<file path="src/rtl/addsub_accum.sv">
// Registered WIDTH-bit add/subtract unit with accumulator operand, optional saturation,
// sticky overflow flags and a one-entry valid/ready output register.
module addsub_accum #(
  parameter int WIDTH    = 4,
  parameter int SAT_MODE = 0
) (
  input  logic             clk,
  input  logic             rst,
  input  logic             In_Valid,
  output logic             In_Ready,
  input  logic             S,
  input  logic             Acc,
  input  logic [WIDTH-1:0] A,
  input  logic [WIDTH-1:0] B,
  input  logic             Clear,
  output logic             Out_Valid,
  input  logic             Out_Ready,
  output logic [WIDTH-1:0] F,
  output logic             Unsigned_Overflow,
  output logic             Signed_Overflow,
  output logic             Sticky_Unsigned,
  output logic             Sticky_Signed
);

  localparam logic [WIDTH-1:0] MAX_POS = {1'b0, {(WIDTH-1){1'b1}}};
  localparam logic [WIDTH-1:0] MIN_NEG = {1'b1, {(WIDTH-1){1'b0}}};

  logic [WIDTH-1:0] acc_q;
  logic [WIDTH-1:0] x_op, b_op, r, f_next;
  logic [WIDTH:0]   raw;
  logic             accept, pop, uov, sov;

  assign In_Ready = !Out_Valid || Out_Ready;
  assign accept   = In_Valid && In_Ready;
  assign pop      = Out_Valid && Out_Ready;

  // A concurrent Clear zeroes the accumulator before it is used as an operand.
  assign x_op = Acc ? (Clear ? '0 : acc_q) : A;
  assign b_op = S ? ~B : B;
  assign raw  = {1'b0, x_op} + {1'b0, b_op} + {{WIDTH{1'b0}}, S};
  assign r    = raw[WIDTH-1:0];

  // Subtract carry-out is inverted borrow.
  assign uov = S ? ~raw[WIDTH] : raw[WIDTH];
  assign sov = (S ? (x_op[WIDTH-1] != B[WIDTH-1]) : (x_op[WIDTH-1] == B[WIDTH-1]))
               && (r[WIDTH-1] != x_op[WIDTH-1]);

  always_comb begin
    f_next = r;
    if (SAT_MODE == 1 && uov)
      f_next = S ? '0 : '1;
    else if (SAT_MODE == 2 && sov)
      f_next = x_op[WIDTH-1] ? MIN_NEG : MAX_POS;
  end

  always_ff @(posedge clk) begin
    if (rst) begin
      Out_Valid         <= 1'b0;
      F                 <= '0;
      Unsigned_Overflow <= 1'b0;
      Signed_Overflow   <= 1'b0;
      Sticky_Unsigned   <= 1'b0;
      Sticky_Signed     <= 1'b0;
      acc_q             <= '0;
    end else if (accept) begin
      Out_Valid         <= 1'b1;
      F                 <= f_next;
      Unsigned_Overflow <= uov;
      Signed_Overflow   <= sov;
      acc_q             <= f_next;
      Sticky_Unsigned   <= (Sticky_Unsigned && !Clear) || uov;
      Sticky_Signed     <= (Sticky_Signed && !Clear) || sov;
    end else begin
      if (pop) Out_Valid <= 1'b0;
      if (Clear) begin
        acc_q           <= '0;
        Sticky_Unsigned <= 1'b0;
        Sticky_Signed   <= 1'b0;
      end
    end
  end

endmodule

</file>
<file path="config.mk">
export PLATFORM = sky130hd
export DESIGN_NAME = addsub_accum
export DESIGN_NICKNAME = d
export VERILOG_FILES = /design/src/rtl/addsub_accum.sv
export SDC_FILE = /design/constraint.sdc
export NUM_CORES = 1
export LEC_CHECK = 0
export CORE_UTILIZATION = 46
export DETAILED_ROUTE_END_ITERATION = 8
export GPL_TIMING_DRIVEN = 0
export PLACE_DENSITY_LB_ADDON = 0.3
export SLEW_MARGIN = 20
export SYNTH_ARGS = -nofsm -noshare
export SYNTH_HDL_FRONTEND = slang
export SYNTH_SLANG_ARGS = --single-unit
</file>
<file path="constraint.sdc">
create_clock -name clk -period 3.49 [get_ports clk]
set_input_delay 0.349 -clock clk [delete_from_list [all_inputs] [get_ports clk]]
set_output_delay 0.349 -clock clk [all_outputs]
set_load 0.005 [all_outputs]
</file>
==> results by group <==
Timing
  – Post-layout min period: 2620 ps
  – Unrepaired setup endpoints after global routing: no
  – Final setup margin: slightly below 900 ps
  – Final Max Slew Viols: 0
  – Final setup viols: 0
  – TNS Setup: 0 ps
  – Hold Violations, Final: 0
  – Fmax achieved: between 300 and 400 MHz
  – Crit share post-route: about three quarters
  – Max_slew headroom: 70.0%
  – Actual slew at the worst max-slew pin: between 400 and 500 ps
  – Clk_skew: just over 1 ps

Setup path
  – Critical Path RT: around 3700 ps
  – Critical Path Fanout Max: 7
  – CP endpoint kind: register
  – Critical setup path kind: in -> reg
  – Worst path max stage delay: 580 ps
  – RR Startpoint: acc_q[2]
  – Worst R2R Setup Slack: between 1000 and 1500 ps
  – Worst r2r path cells: 8
  – CP arrival: 2800 ps
  – Slowest cell on the critical path: clkdlybuf4s50_1
  – Critical R2R Capture: Signed_Overflow
  – Startpoint Class: input port
  – CP Cell Sequence: clkdlybuf4s50_1 > and2b_1 > mux2_2 > ha_1 > o211a_1 > a221oi_2 > xnor2_1 > mux2i_1 > a211oi_1

Die
  – IO Count: 25
  – Die Ht: 41.6 um
  – Row cnt: 13
  – Initial Util: 52.2%
  – Core area: about 0.0014 mm^2
  – DIE WIDTH: 41.6 um
  – Die area: 0.00173 mm^2

Logic synthesis
  – Leading area contributor after synthesis: dfxtp_1
  – Largest family of logic cells by synthesized area: simple AND/OR/NAND/NOR gates
  – Area share of fa/ha/maj cells after synthesis: 7.97%
  – Syn_nets: between 100 and 150
  – Synth async-reset ratio: 0%
  – Ys flop type: dfxtp_1
  – Sequential share of the synthesized area: 36.0%
  – Post-synth cell types: 27
  – Largest cells by area after synthesis: dfxtp_1, a21oi_1, nand2_1
  – Post-synthesis compound-gate area fraction: about 18%
  – Synth Cell Area: just over 700 um^2
  – Synth Area in Simple Gates: 19.9%
  – Post-synthesis average cell area: 8.80 um^2
  – Cell count after synthesis: 82
  – Post-synth EDFFs: 0
  – Multiplexer share of the synthesized area: 6.07%
  – #FFs+latches synth: 13
  – Yosys top cell area share: 36.0%
  – Area share of xor/xnor cells in the synthesized design: 7.28%
  – Synth Warn #: 0

Power and ir drop
  – P_leak: ~0.00042 uW
  – Clock power frac: 23.7%
  – VDD IR max: approximately 0.24 mV
  – Sw Pwr: 106 uW
  – Combinational fraction of design power: between 30 and 40%
  – Sequential power share: about 44%
  – Power Density: 385 mW/mm^2
  – Internal Power: 278 uW
  – Switching share of power: 27.5%

Worst hold path
  – Hold path endpoint: Sticky_Unsigned
  – Hold depth: 4
  – Worst hold path type: in -> reg
  – Hold path start: S

Clock tree
  – Post-CTS Resized: 0
  – # clock sinks: 13
  – CTS Hold Bufs: 0
  – H-Tree Level Count: 1
  – CTS tree: done
  – Longest Clk Path Bufs: 2
  – CTS root buffer: clkbuf_4
  – CTS buffer count: 3
  – Clock transition at path regs: 70 ps
  – Clock Latency Late Sink: between 200 and 300 ps
  – # Post-CTS Setup Buffers: 0

Layout
  – Ant. Diodes: 0
  – Register area: roughly 260 um^2
  – FILL cells: ~120
  – Synth-to-layout area growth: 38.1%
  – Nets@finish: 129
  – Area of the multi-input gates: 428 um^2
  – Fraction of layout cells with a size suffix above 1: 11.0%

Drt
  – Final WL: 1.39 mm
  – DRT iter0 DRCs: 5
  – Vias per std cell: ~5.2
  – Post-route ant nets: 0
  – WL per Instance: 11.2 um
  – Total number of vias: 646
  – Number of detailed-route iterations in the first pass: 4
  – Drt drc: 0

Global route
  – Largest net degree at the start of global routing: 11
  – Tot GR Track Use: 17.6%
  – Initial antenna violation count: 0
  – Gr ovfl total: 0
  – First-pass GRT wire length: 2.33 mm
  – Vias in the first global route: roughly 580

Place
  – HPWL Detailed: ~1.1 mm
  – Routability cong.: 0.735
  – DP Worst Slack: 601 ps
  – I/O Buffers: 23

Run
  – Max_cap viols: 0

Outcome
  – Outcome: completed
placed cells by master (no fill, tap or decap), drive strengths merged:
| master | n |
|---|---|
| fa | 1 |
| xnor2 | 3 |
| o31ai | 1 |
| o21ai | 1 |
| buf | 1 |
| and2 | 2 |
| nand3 | 1 |
| nand2 | 11 |
| clkdlybuf4s50 | 23 |
| ha | 3 |
| nand2b | 3 |
| nand3b | 2 |
| o211a | 1 |
| a21o | 3 |
| nor2b | 1 |
| clkbuf | 6 |
| inv | 4 |
| mux2 | 3 |
| and2b | 2 |
| a21oi | 12 |
| nor2 | 6 |
| mux2i | 1 |
| a221oi | 1 |
| dfxtp | 13 |
| a211oi | 1 |
| xor2 | 3 |
power groups by stage:
| stage | Combinational [uW] | Clock [uW] | Sequential, uW |
|---|---|---|---|
| 2_1_floorplan | 72.5 | 0 | 174 |
| 3_3_place_gp | 122 | 0 | 173 |
| 3_5_place_dp | 123 | 0 | 173 |
| 4_1_cts | 124 | 95.8 | 170 |
| 5_1_grt | 136 | 102 | 171 |
| 6_report | 123 | 90.9 | 170 |
metal layers:
layer / GRT usage, % / up-vias / part of all wire, %
li1: - / 329 / -
met1: 20.2 / 296 / 43
met2: 30.0 / 19 / 50
met3: 6.52 / 2 / 6.1
met4: 5.81 / 0 / 0.58
met5: 0 / - / 0
state kept, by name, indices dropped and copies added (netlist names):
name / flops
Sticky_Signed: 1
Unsigned_Overflow: 1
acc_q: 4
F: 4
Sticky_Unsigned: 1
Out_Valid: 1
Signed_Overflow: 1
critical path, delay by kind of cell:
kind | cells | cell delay (ps)
muxes | 2 | 390
and+or+nand+nor | 1 | 230
xor gates and xnor gates | 1 | 200
AOI/OAI and AO/OA | 3 | 690
buffers and inverters | 1 | 580
adders and majority gates | 1 | 360
area by class of cell:
cell class / instances / share of cell area (%)
tap: 15 / 1.88
buffer: 3 / 1.88
multi-input combinational: 62 / 42.9
timing repair buffer: 23 / 23.1
clock buffer: 4 / 2.63
sequential: 13 / 26.1
inverter: 4 / 1.51
worst max-delay path by stage:
stage	cells after the start	start	slack, ps	to
detailed placement	9	Clear	600	Signed_Overflow
global placement	9	Clear	590	Signed_Overflow
floorplan	8	Clear	1360	Signed_Overflow
CTS	9	Clear	870	Signed_Overflow
global route	9	Clear	750	Signed_Overflow
finish	9	Clear	870	Signed_Overflow
cell families after synthesis:
| family | after synthesis |
|---|---|
| and+or+nand+nor | 28 |
| xor gates and xnor gates | 6 |
| muxes | 4 |
| adders and majority gates | 4 |
| buffers and inverters | 7 |
| DFF | 13 |
| AOI/OAI and AO/OA | 20 |
cells in the mapped netlist, types with 2 or more instances:
library cell	count
dfxtp_1	13
xnor2_1	3
xor2_1	3
and2_1	2
a21oi_1	12
a21o_2	2
and2b_1	2
mux2_2	3
nand3b_1	2
nand2_1	11
ha_1	3
nand2b_1	2
inv_1	4
nor2_1	6
clkbuf_1	2
through the flow:
stage / area [um^2] / utilization (%) / hold slack [ps] / instances / total power [uW]
floorplan: 722 / - / 418 / 82 / 246
global placement: 971 / 70.2 / 440 / 120 / 295
detailed placement: 971 / 70.2 / 448 / 120 / 296
CTS: 997 / 72.1 / 432 / 124 / 390
global route: 997 / 72.1 / 444 / 124 / 409
finish: 997 / 72.1 / 438 / 124 / 383
Note: power is estimated with default switching activity, not from simulation.
